`config.mk`:
```
export PLATFORM = sky130hd
export DESIGN_NAME = cross_bar_slave_arbiter_flat
export DESIGN_NICKNAME = d
export VERILOG_FILES = /design/src/rtl/cross_bar_slave_arbiter_if.sv /design/src/rtl/cross_bar_slave_arbiter.sv /design/src/flat_wrapper.sv
export SDC_FILE = /design/constraint.sdc
export NUM_CORES = 1
export LEC_CHECK = 0
export CAP_MARGIN = 15
export CORE_AREA = 2 2 43 53
export CTS_CLUSTER_SIZE = 25
export DETAILED_ROUTE_END_ITERATION = 16
export DIE_AREA = 0 0 45 55
export PLACE_DENSITY = 0.71
export SYNTH_ARGS = -nofsm -noshare
export SYNTH_HDL_FRONTEND = slang
export SYNTH_SLANG_ARGS = --single-unit
```
`constraint.sdc`:
```
create_clock -name clk -period 4 [get_ports clk]
set_input_delay 0.8 -clock clk [delete_from_list [all_inputs] [get_ports clk]]
set_output_delay 0.8 -clock clk [all_outputs]
set_load 0.02 [all_outputs]
```
`src/rtl/cross_bar_slave_arbiter_if.sv`:
```
// Request/grant bundle between the crossbar request decode and one per-slave arbiter.
// The slave modport is the arbiter's view; the master modport drives requests and slave handshakes.
interface cross_bar_slave_arbiter_if #(
    parameter int MASTER_N = 4,
    parameter int MASTER_W = (MASTER_N > 1) ? $clog2(MASTER_N) : 1
);
    logic [MASTER_N-1:0] m_req;
    logic [MASTER_N-1:0] m_cmd;
    logic                s_ack;
    logic                s_resp;
    logic [MASTER_N-1:0] grant;
    logic [MASTER_W-1:0] grant_idx;
    logic                grant_vld;
    logic                timeout;

    modport slave (
        input  m_req, m_cmd, s_ack, s_resp,
        output grant, grant_idx, grant_vld, timeout
    );

    modport master (
        output m_req, m_cmd, s_ack, s_resp,
        input  grant, grant_idx, grant_vld, timeout
    );
endinterface

```
`src/rtl/cross_bar_slave_arbiter.sv`:
```
// Per-slave round-robin arbiter: grants one master and holds it through ack (write) or response (read).
// Optional watchdog abort enabled by defining CROSS_BAR_ARB_TIMEOUT_EN.
module cross_bar_slave_arbiter #(
    parameter int MASTER_N    = 4,
    parameter int MASTER_W    = (MASTER_N > 1) ? $clog2(MASTER_N) : 1,
    parameter int TIMEOUT_CYC = 256
) (
    input  logic                   clk,
    input  logic                   rst_n,
    cross_bar_slave_arbiter_if.slave bus
);
    typedef enum logic [1:0] {IDLE, ADDR, RESP} state_t;

    state_t              state_q, state_d;
    logic [MASTER_N-1:0] grant_q, grant_d;
    logic [MASTER_W-1:0] idx_q, idx_d;
    logic [MASTER_W-1:0] ptr_q, ptr_d;
    logic [MASTER_W-1:0] nxt_ptr;
    logic [MASTER_W:0]   pick_idle, pick_rel;
    logic                release_c;
    logic                expire;

    // Returns {found, index} of the first set request scanning start, start+1, ... with wrap.
    function automatic logic [MASTER_W:0] rr_pick(input logic [MASTER_N-1:0] req,
                                                  input logic [MASTER_W-1:0] start);
        logic [MASTER_W:0] res;
        int                j;
        res = '0;
        for (int i = MASTER_N - 1; i >= 0; i--) begin
            j = int'(start) + i;
            if (j >= MASTER_N) j = j - MASTER_N;
            if (req[j]) res = {1'b1, MASTER_W'(j)};
        end
        return res;
    endfunction

    function automatic logic [MASTER_N-1:0] to_onehot(input logic [MASTER_W-1:0] idx);
        return MASTER_N'(1) << idx;
    endfunction

    assign nxt_ptr   = (idx_q == MASTER_W'(MASTER_N - 1)) ? '0 : idx_q + 1'b1;
    assign pick_idle = rr_pick(bus.m_req, ptr_q);
    assign pick_rel  = rr_pick(bus.m_req & ~grant_q, nxt_ptr);

`ifdef CROSS_BAR_ARB_TIMEOUT_EN
    localparam int CLOG_T = $clog2(TIMEOUT_CYC);
    localparam int CNT_W  = (CLOG_T < 9) ? 9 : ((CLOG_T > 32) ? 32 : CLOG_T);

    logic [CNT_W-1:0] cnt_q;
    logic             timeout_q, timeout_d;

    assign expire = (cnt_q == CNT_W'(TIMEOUT_CYC - 1));
`else
    wire unused_timeout_cfg = (TIMEOUT_CYC > 0);
    assign expire = 1'b0;
`endif

    always_comb begin
        state_d   = state_q;
        grant_d   = grant_q;
        idx_d     = idx_q;
        ptr_d     = ptr_q;
        release_c = 1'b0;
`ifdef CROSS_BAR_ARB_TIMEOUT_EN
        timeout_d = 1'b0;
`endif
        case (state_q)
            IDLE: begin
                if (pick_idle[MASTER_W]) begin
                    state_d = ADDR;
                    idx_d   = pick_idle[MASTER_W-1:0];
                    grant_d = to_onehot(pick_idle[MASTER_W-1:0]);
                end
            end
            ADDR: begin
                if (bus.s_ack) begin
                    if (bus.m_cmd[idx_q]) release_c = 1'b1;
                    else                  state_d   = RESP;
                end else if (expire) begin
                    release_c = 1'b1;
`ifdef CROSS_BAR_ARB_TIMEOUT_EN
                    timeout_d = 1'b1;
`endif
                end
            end
            RESP: begin
                if (bus.s_resp) begin
                    release_c = 1'b1;
                end else if (expire) begin
                    release_c = 1'b1;
`ifdef CROSS_BAR_ARB_TIMEOUT_EN
                    timeout_d = 1'b1;
`endif
                end
            end
            default: state_d = IDLE;
        endcase

        // Released master is masked so a different requester can take over with no bubble.
        if (release_c) begin
            ptr_d = nxt_ptr;
            if (pick_rel[MASTER_W]) begin
                state_d = ADDR;
                idx_d   = pick_rel[MASTER_W-1:0];
                grant_d = to_onehot(pick_rel[MASTER_W-1:0]);
            end else begin
                state_d = IDLE;
                idx_d   = '0;
                grant_d = '0;
            end
        end
    end

    always_ff @(posedge clk or negedge rst_n) begin
        if (!rst_n) begin
            state_q <= IDLE;
            grant_q <= '0;
            idx_q   <= '0;
            ptr_q   <= '0;
        end else begin
            state_q <= state_d;
            grant_q <= grant_d;
            idx_q   <= idx_d;
            ptr_q   <= ptr_d;
        end
    end

`ifdef CROSS_BAR_ARB_TIMEOUT_EN
    // Counter restarts whenever a fresh grant is loaded, including a hand-over at release.
    always_ff @(posedge clk or negedge rst_n) begin
        if (!rst_n) begin
            cnt_q     <= '0;
            timeout_q <= 1'b0;
        end else begin
            timeout_q <= timeout_d;
            if (state_d == ADDR && (state_q == IDLE || release_c)) cnt_q <= '0;
            else if (state_q != IDLE)                               cnt_q <= cnt_q + 1'b1;
        end
    end

    assign bus.timeout = timeout_q;
`else
    assign bus.timeout = 1'b0;
`endif

    assign bus.grant     = grant_q;
    assign bus.grant_idx = idx_q;
    assign bus.grant_vld = |grant_q;
endmodule
```
`src/flat_wrapper.sv`:
```
// flat-port wrapper written by rule: the top's interface ports become plain ports
module cross_bar_slave_arbiter_flat 
#(
    parameter int MASTER_N    = 4,
    parameter int MASTER_W    = (MASTER_N > 1) ? $clog2(MASTER_N) : 1,
    parameter int TIMEOUT_CYC = 256
)
  (clk, rst_n, bus_m_req, bus_m_cmd, bus_s_ack, bus_s_resp, bus_grant, bus_grant_idx, bus_grant_vld, bus_timeout);
  cross_bar_slave_arbiter_if #(.MASTER_N(MASTER_N), .MASTER_W(MASTER_W)) bus_i ();
  input  logic clk;
  input  logic rst_n;
  input wire logic [$bits(bus_i.m_req)-1:0] bus_m_req;
  input wire logic [$bits(bus_i.m_cmd)-1:0] bus_m_cmd;
  input wire logic [$bits(bus_i.s_ack)-1:0] bus_s_ack;
  input wire logic [$bits(bus_i.s_resp)-1:0] bus_s_resp;
  output wire logic [$bits(bus_i.grant)-1:0] bus_grant;
  output wire logic [$bits(bus_i.grant_idx)-1:0] bus_grant_idx;
  output wire logic [$bits(bus_i.grant_vld)-1:0] bus_grant_vld;
  output wire logic [$bits(bus_i.timeout)-1:0] bus_timeout;
  assign bus_i.m_req = bus_m_req;
  assign bus_i.m_cmd = bus_m_cmd;
  assign bus_i.s_ack = bus_s_ack;
  assign bus_i.s_resp = bus_s_resp;
  assign bus_grant = bus_i.grant;
  assign bus_grant_idx = bus_i.grant_idx;
  assign bus_grant_vld = bus_i.grant_vld;
  assign bus_timeout = bus_i.timeout;
  cross_bar_slave_arbiter #(.MASTER_N(MASTER_N), .MASTER_W(MASTER_W), .TIMEOUT_CYC(TIMEOUT_CYC)) u_core (.clk(clk), .rst_n(rst_n), .bus(bus_i));
endmodule
```
==> flow_summary.toml, run 1 <==
[timing]
period_needed_ns = 2.58
max_freq_mhz = 388
worstMarginPinSlew_ns = 0.606
relSlewSlack = 0.596
skew_ns = 0.00148
setup_ws_ns = 1.42
fin_tns_setup_ns = 0
drv_slew = 0
setup_violations = 0
hold_viol = 0
period_share = 0.645
rsz0062_at_grt = "no"

[pwr]
p_leak_uw = 0.000480
powerDensity_mw_per_mm2 = 815
ir_drop_uv = 401

[synthesis]
syn_area_um2 = 847
ys.warnings.count = 0
synth_area_leader_cell = "dfrtp_1"
synth.yosys.seq_area_share = 0.295
async_flop_share = 1.00
ys.flop_type = "dfrtp_1"
ys_seq_elements = 10
ys_types = 36
synth_edf_count = 0
synth_nets = 116
syn_area_per_cell_um2 = 8.47
synth.area.top_cells = "dfrtp_1 30%, mux2i_1 7.1%, a21oi_1 5.9%"
synth_top_area_share = 0.295
synthCells = 100

[placement]
place_ws_ns = 1.42
port_buffers = 18
place_congestion = 0.808
placed_cells = 134
place_hpwl_um = 1550

[final_layout]
nets = 135
seqCellArea_um2 = 250
n_fill_cell = 190
area_growth_pct = 24.2
final_cell_mix = "18 x clkdlybuf4s50_1, 10 x a21oi_1, 10 x dfrtp_1"
stdcell_count = 138
layout_commonest_cell = "clkdlybuf4s50_1"
multi_input_area_um2 = 534
layout-drive-gt1-share = 0.0932
final_core_utilization = 0.531
antennaDiodeCount = 0

[cts]
cts.sink_count = 10
clk_path_buf_depth = 2
clk_pin_slew_worst_paths_ns = 0.07
cts_resized = 0
clk_root_buffer_cell = "clkbuf_4"
cts_tree = "done"
clk-insertion-delay-late_ns = 0.27
htree_levels = 1
post_cts_buffers = 0
postCtsHoldBufs = 0
cts_buffers = 3

[global_route]
grt_pass1_vias = 730
grt_util_all_layers = 0.173
grt_max_degree = 17
grt_pass1_wl_um = 3140
antenna_found_initial = 0
grt_overflow = 0

[floorplanning]
placementRows = 18
core_area_mm2 = 0.00198
start_util = 0.427
die_y_um = 55
die_w_um = 45
dieArea_mm2 = 0.00248
ios = 20

[routing]
via_count = 821
antenna_left = 0
wl_per_cell_um = 14.6
detail_route.iter0.violations = 20
drc = 0
vias_per_cell = 5.95
routed_wl_um = 2010
dr.pass1.iters = 4

[setup_path]
critical_path.max_stage_delay_ns = 0.55
path_cells = "or4_1 -> clkdlybuf4s50_1"
crit_type = "reg2out"
critPathMaxFanout = 4
cp_slowest_cell = "clkdlybuf4s50_1"
start_kind = "register"
crit_required_ns = 3.20
end_kind = "primary output"
critPathBufInv = 1
crit_family = "buffers and inverters"
arrival_ns = 1.78

[run_status]
status = "finished clean"

[job]
maxCapViolations = 0

[min_path]
min_path_type = "reg2reg"
power breakdown:
group | internal [uW] | switching, uW
Sequential | 150 | 55.8
Combinational | 254 | 302
Clock | 55.4 | 40.3
layer usage:
layer / GRT usage / vias to the layer above / part of all wire / wire length (um)
met5: 0 / - / 0 / 0
met4: 0.0735 / 0 / 0.019 / 38
met3: 0.0325 / 7 / 0.058 / 116
met2: 0.288 / 31 / 0.46 / 925
met1: 0.216 / 381 / 0.46 / 928
li1: - / 402 / - / -
worst min-delay path, delay by kind of cell (launching register included):
kind | cells | cell delay [ns]
flip-flops | 1 | 0.37
AO/OA/AOI/OAI | 1 | 0.06
AND/OR/NAND/NOR | 1 | 0.05
synth_stat cells, types with 2 or more instances:
cell      instances
nor2b_1           3
o22ai_1           2
a31oi_1           2
nand2b_1          7
nor4_1            2
mux2i_1           6
dfrtp_1          10
inv_1             7
nor2_1            7
ha_1              4
nand2_1           8
a21oi_1          10
o21ai_0           7
a221oi_1          2
and2_1            2
through the flow:
stage          hold WS, ns  instance area (um2)  power, uW
2_1_floorplan        0.469                  847        611
3_3_place_gp         0.503                 1020        746
3_5_place_dp         0.503                 1020        758
4_1_cts              0.520                 1050        853
5_1_grt              0.571                 1050        925
6_report             0.517                 1050        858
path summary, 6_finish.rpt:
| path | slack (ns) | start | cells after the start | endpoint |
|---|---|---|---|---|
| worst min register to register | 0.52 | u_core.ptr_q[0] | 2 | u_core.ptr_q[0] |
| min in group asynchronous | 0.84 | rst_n | 1 | u_core.bus.grant[0] |
| worst max register to register | 2.01 | u_core.bus.grant_idx[0] | 6 | u_core.bus.grant[2] |
| worst max-delay path | 1.42 | u_core.bus.grant[1] | 2 | bus_grant_vld |
| max in group asynchronous | 2.86 | rst_n | 1 | u_core.bus.grant_idx[0] |
| worst min-delay path | 0.52 | u_core.ptr_q[0] | 2 | u_core.ptr_q[0] |
sequential cells by signal, indices dropped and copies added, names as in the netlist:
register              cells
u_core.bus.grant          4
u_core.bus.grant_idx      2
u_core.ptr_q              2
u_core.state_q            2
final cells by class:
class,instances,area share
clock buffers,4,0.0345
inverters,7,0.0250
multi-input cells,79,0.508
flip-flops and latches,10,0.238
well taps,20,0.0238
repair buffers,18,0.171
kinds of logic after synthesis:
group / count (synthesis) / synth area share
mux: 7 / 0.0975
fa+ha+maj: 4 / 0.0591
compound gates: 33 / 0.259
simple gates: 34 / 0.211
other cells: 1 / 0.00443
flops: 10 / 0.295
buf+inv: 11 / 0.0739
Note: power is estimated with default switching activity, not from simulation.
==> run 2, diff against run 1 <==
==> constraint.sdc (replaced) <==
create_clock -name clk -period 2.55 [get_ports clk]
set_input_delay 0.51 -clock clk [delete_from_list [all_inputs] [get_ports clk]]
set_output_delay 0.51 -clock clk [all_outputs]
set_load 0.02 [all_outputs]
==> flow_summary.toml, run 2 (same netlist as run 1, synthesis figures left out) <==
[timing]
drv_slew = 0
fin_tns_setup_ns = 0
period_share = 0.886
period_needed_ns = 2.26
fin_hold_ws_ns = 0.517
setup_violations = 0
rsz0062_at_grt = "no"
skew_ns = 0.00339
hold_viol = 0
max_freq_mhz = 442
setup_ws_ns = 0.290

[final_layout]
area_growth_pct = 24.4
nets = 137
n_fill_cell = 192
layout-drive-gt1-share = 0.101
final_cell_mix = "18 x clkdlybuf4s50_1, 10 x a21oi_1, 10 x dfrtp_1"
layout_commonest_cell = "clkdlybuf4s50_1"
largest_reg_flops = 4
stdcell_count = 139
antennaDiodeCount = 0

[cts]
postCtsHoldBufs = 0
cts_tree = "done"
htree_levels = 1
clk_pin_slew_worst_paths_ns = 0.06
clk_path_buf_depth = 2
cts_buffers = 3
post_cts_buffers = 0
clk-insertion-delay-late_ns = 0.26
clk_root_buffer_cell = "clkbuf_4"
cts.sink_count = 10
cts_resized = 0

[global_route]
grt_pass1_wl_um = 3610
grt_overflow = 0
antenna_found_initial = 0
grt_util_all_layers = 0.203
grt_max_degree = 17
grt_pass1_vias = 798

[routing]
antenna_left = 0
dr.pass1.iters = 4
routed_wl_um = 2120
vias_per_cell = 6.05
via_count = 841
detail_route.iter0.violations = 28
drc = 0
wl_per_cell_um = 15.3

[floorplanning]
placementRows = 18
core_area_mm2 = 0.00198
start_util = 0.427
die_w_um = 45
die_y_um = 55
dieArea_mm2 = 0.00248
ios = 20

[pwr]
powerDensity_mw_per_mm2 = 1250
ir_drop_uv = 846
p_leak_uw = 0.000483

[setup_path]
crit_required_ns = 2.04
crit_type = "reg2out"
critPathLaunch = "u_core.bus.grant[1]"
start_kind = "register"
arrival_ns = 1.75
worstReg2RegStart = "u_core.bus.grant_idx[0]"
end_kind = "primary output"
critPathMaxFanout = 4

[run_status]
status = "finished clean"

[placement]
place_congestion = 0.840
port_buffers = 18
placed_cells = 136
place_hpwl_um = 1650
place_ws_ns = 0.254

[min_path]
min_path_type = "reg2reg"
hp-start = "u_core.ptr_q[0]"

[job]
maxCapViolations = 0
## run 2: cell count changes in the layout (fill, tap and decap cells not counted)
cell      before  now
buf_4          0    2
clkbuf_8       1    0
## run 2: final timing paths
| check | endpoint | slack [ns] | cells after the start |
|---|---|---|---|
| max | bus_grant_vld | 0.29 | 2 |
| min | u_core.ptr_q[0] | 0.52 | 2 |
| max reg2reg | u_core.bus.grant[3] | 0.65 | 6 |
| min reg2reg | u_core.ptr_q[0] | 0.52 | 2 |
| max in group asynchronous | u_core.bus.grant_idx[1] | 1.66 | 1 |
| min in group asynchronous | u_core.state_q[1] | 0.57 | 1 |
## run 2: area by class of cell
type / instances / area (um2) / share of cell area
Multi-Input combinational cell: 79 / 534 / 0.507
Sequential cell: 10 / 250 / 0.238
Timing Repair Buffer: 20 / 195 / 0.185
Inverter: 7 / 26.3 / 0.0249
Tap cell: 20 / 25.0 / 0.0238
Clock buffer: 3 / 22.5 / 0.0214
## run 2: worst max-delay path, cell delays in order, from the launching register on
cell and delay [ns]:
dfrtp_1 0.41, or4_1 0.52, clkdlybuf4s50_1 0.56
## run 2: stage by stage
step                utilization  power [uW]  cell area [um2]
floorplan                     -         958              847
global placement          0.520        1180             1030
detailed placement        0.520        1210             1030
CTS                       0.532        1320             1050
global route              0.532        1440             1050
finish                    0.532        1320             1050
## run 2: power breakdown
part	switching [uW]	total, uW	internal [uW]
Sequential	82.9	318	235
Combinational	490	897	407
Clock	50.6	105	54.4
## run 2: per-layer routing
metal  GRT usage  routed length [um]  vias up
met1       0.247                 891      390
met2       0.357                1060       39
met3      0.0487                 135       12
met5           0                   0        -
li1            -                   -      400
met4      0.0490                  37        0
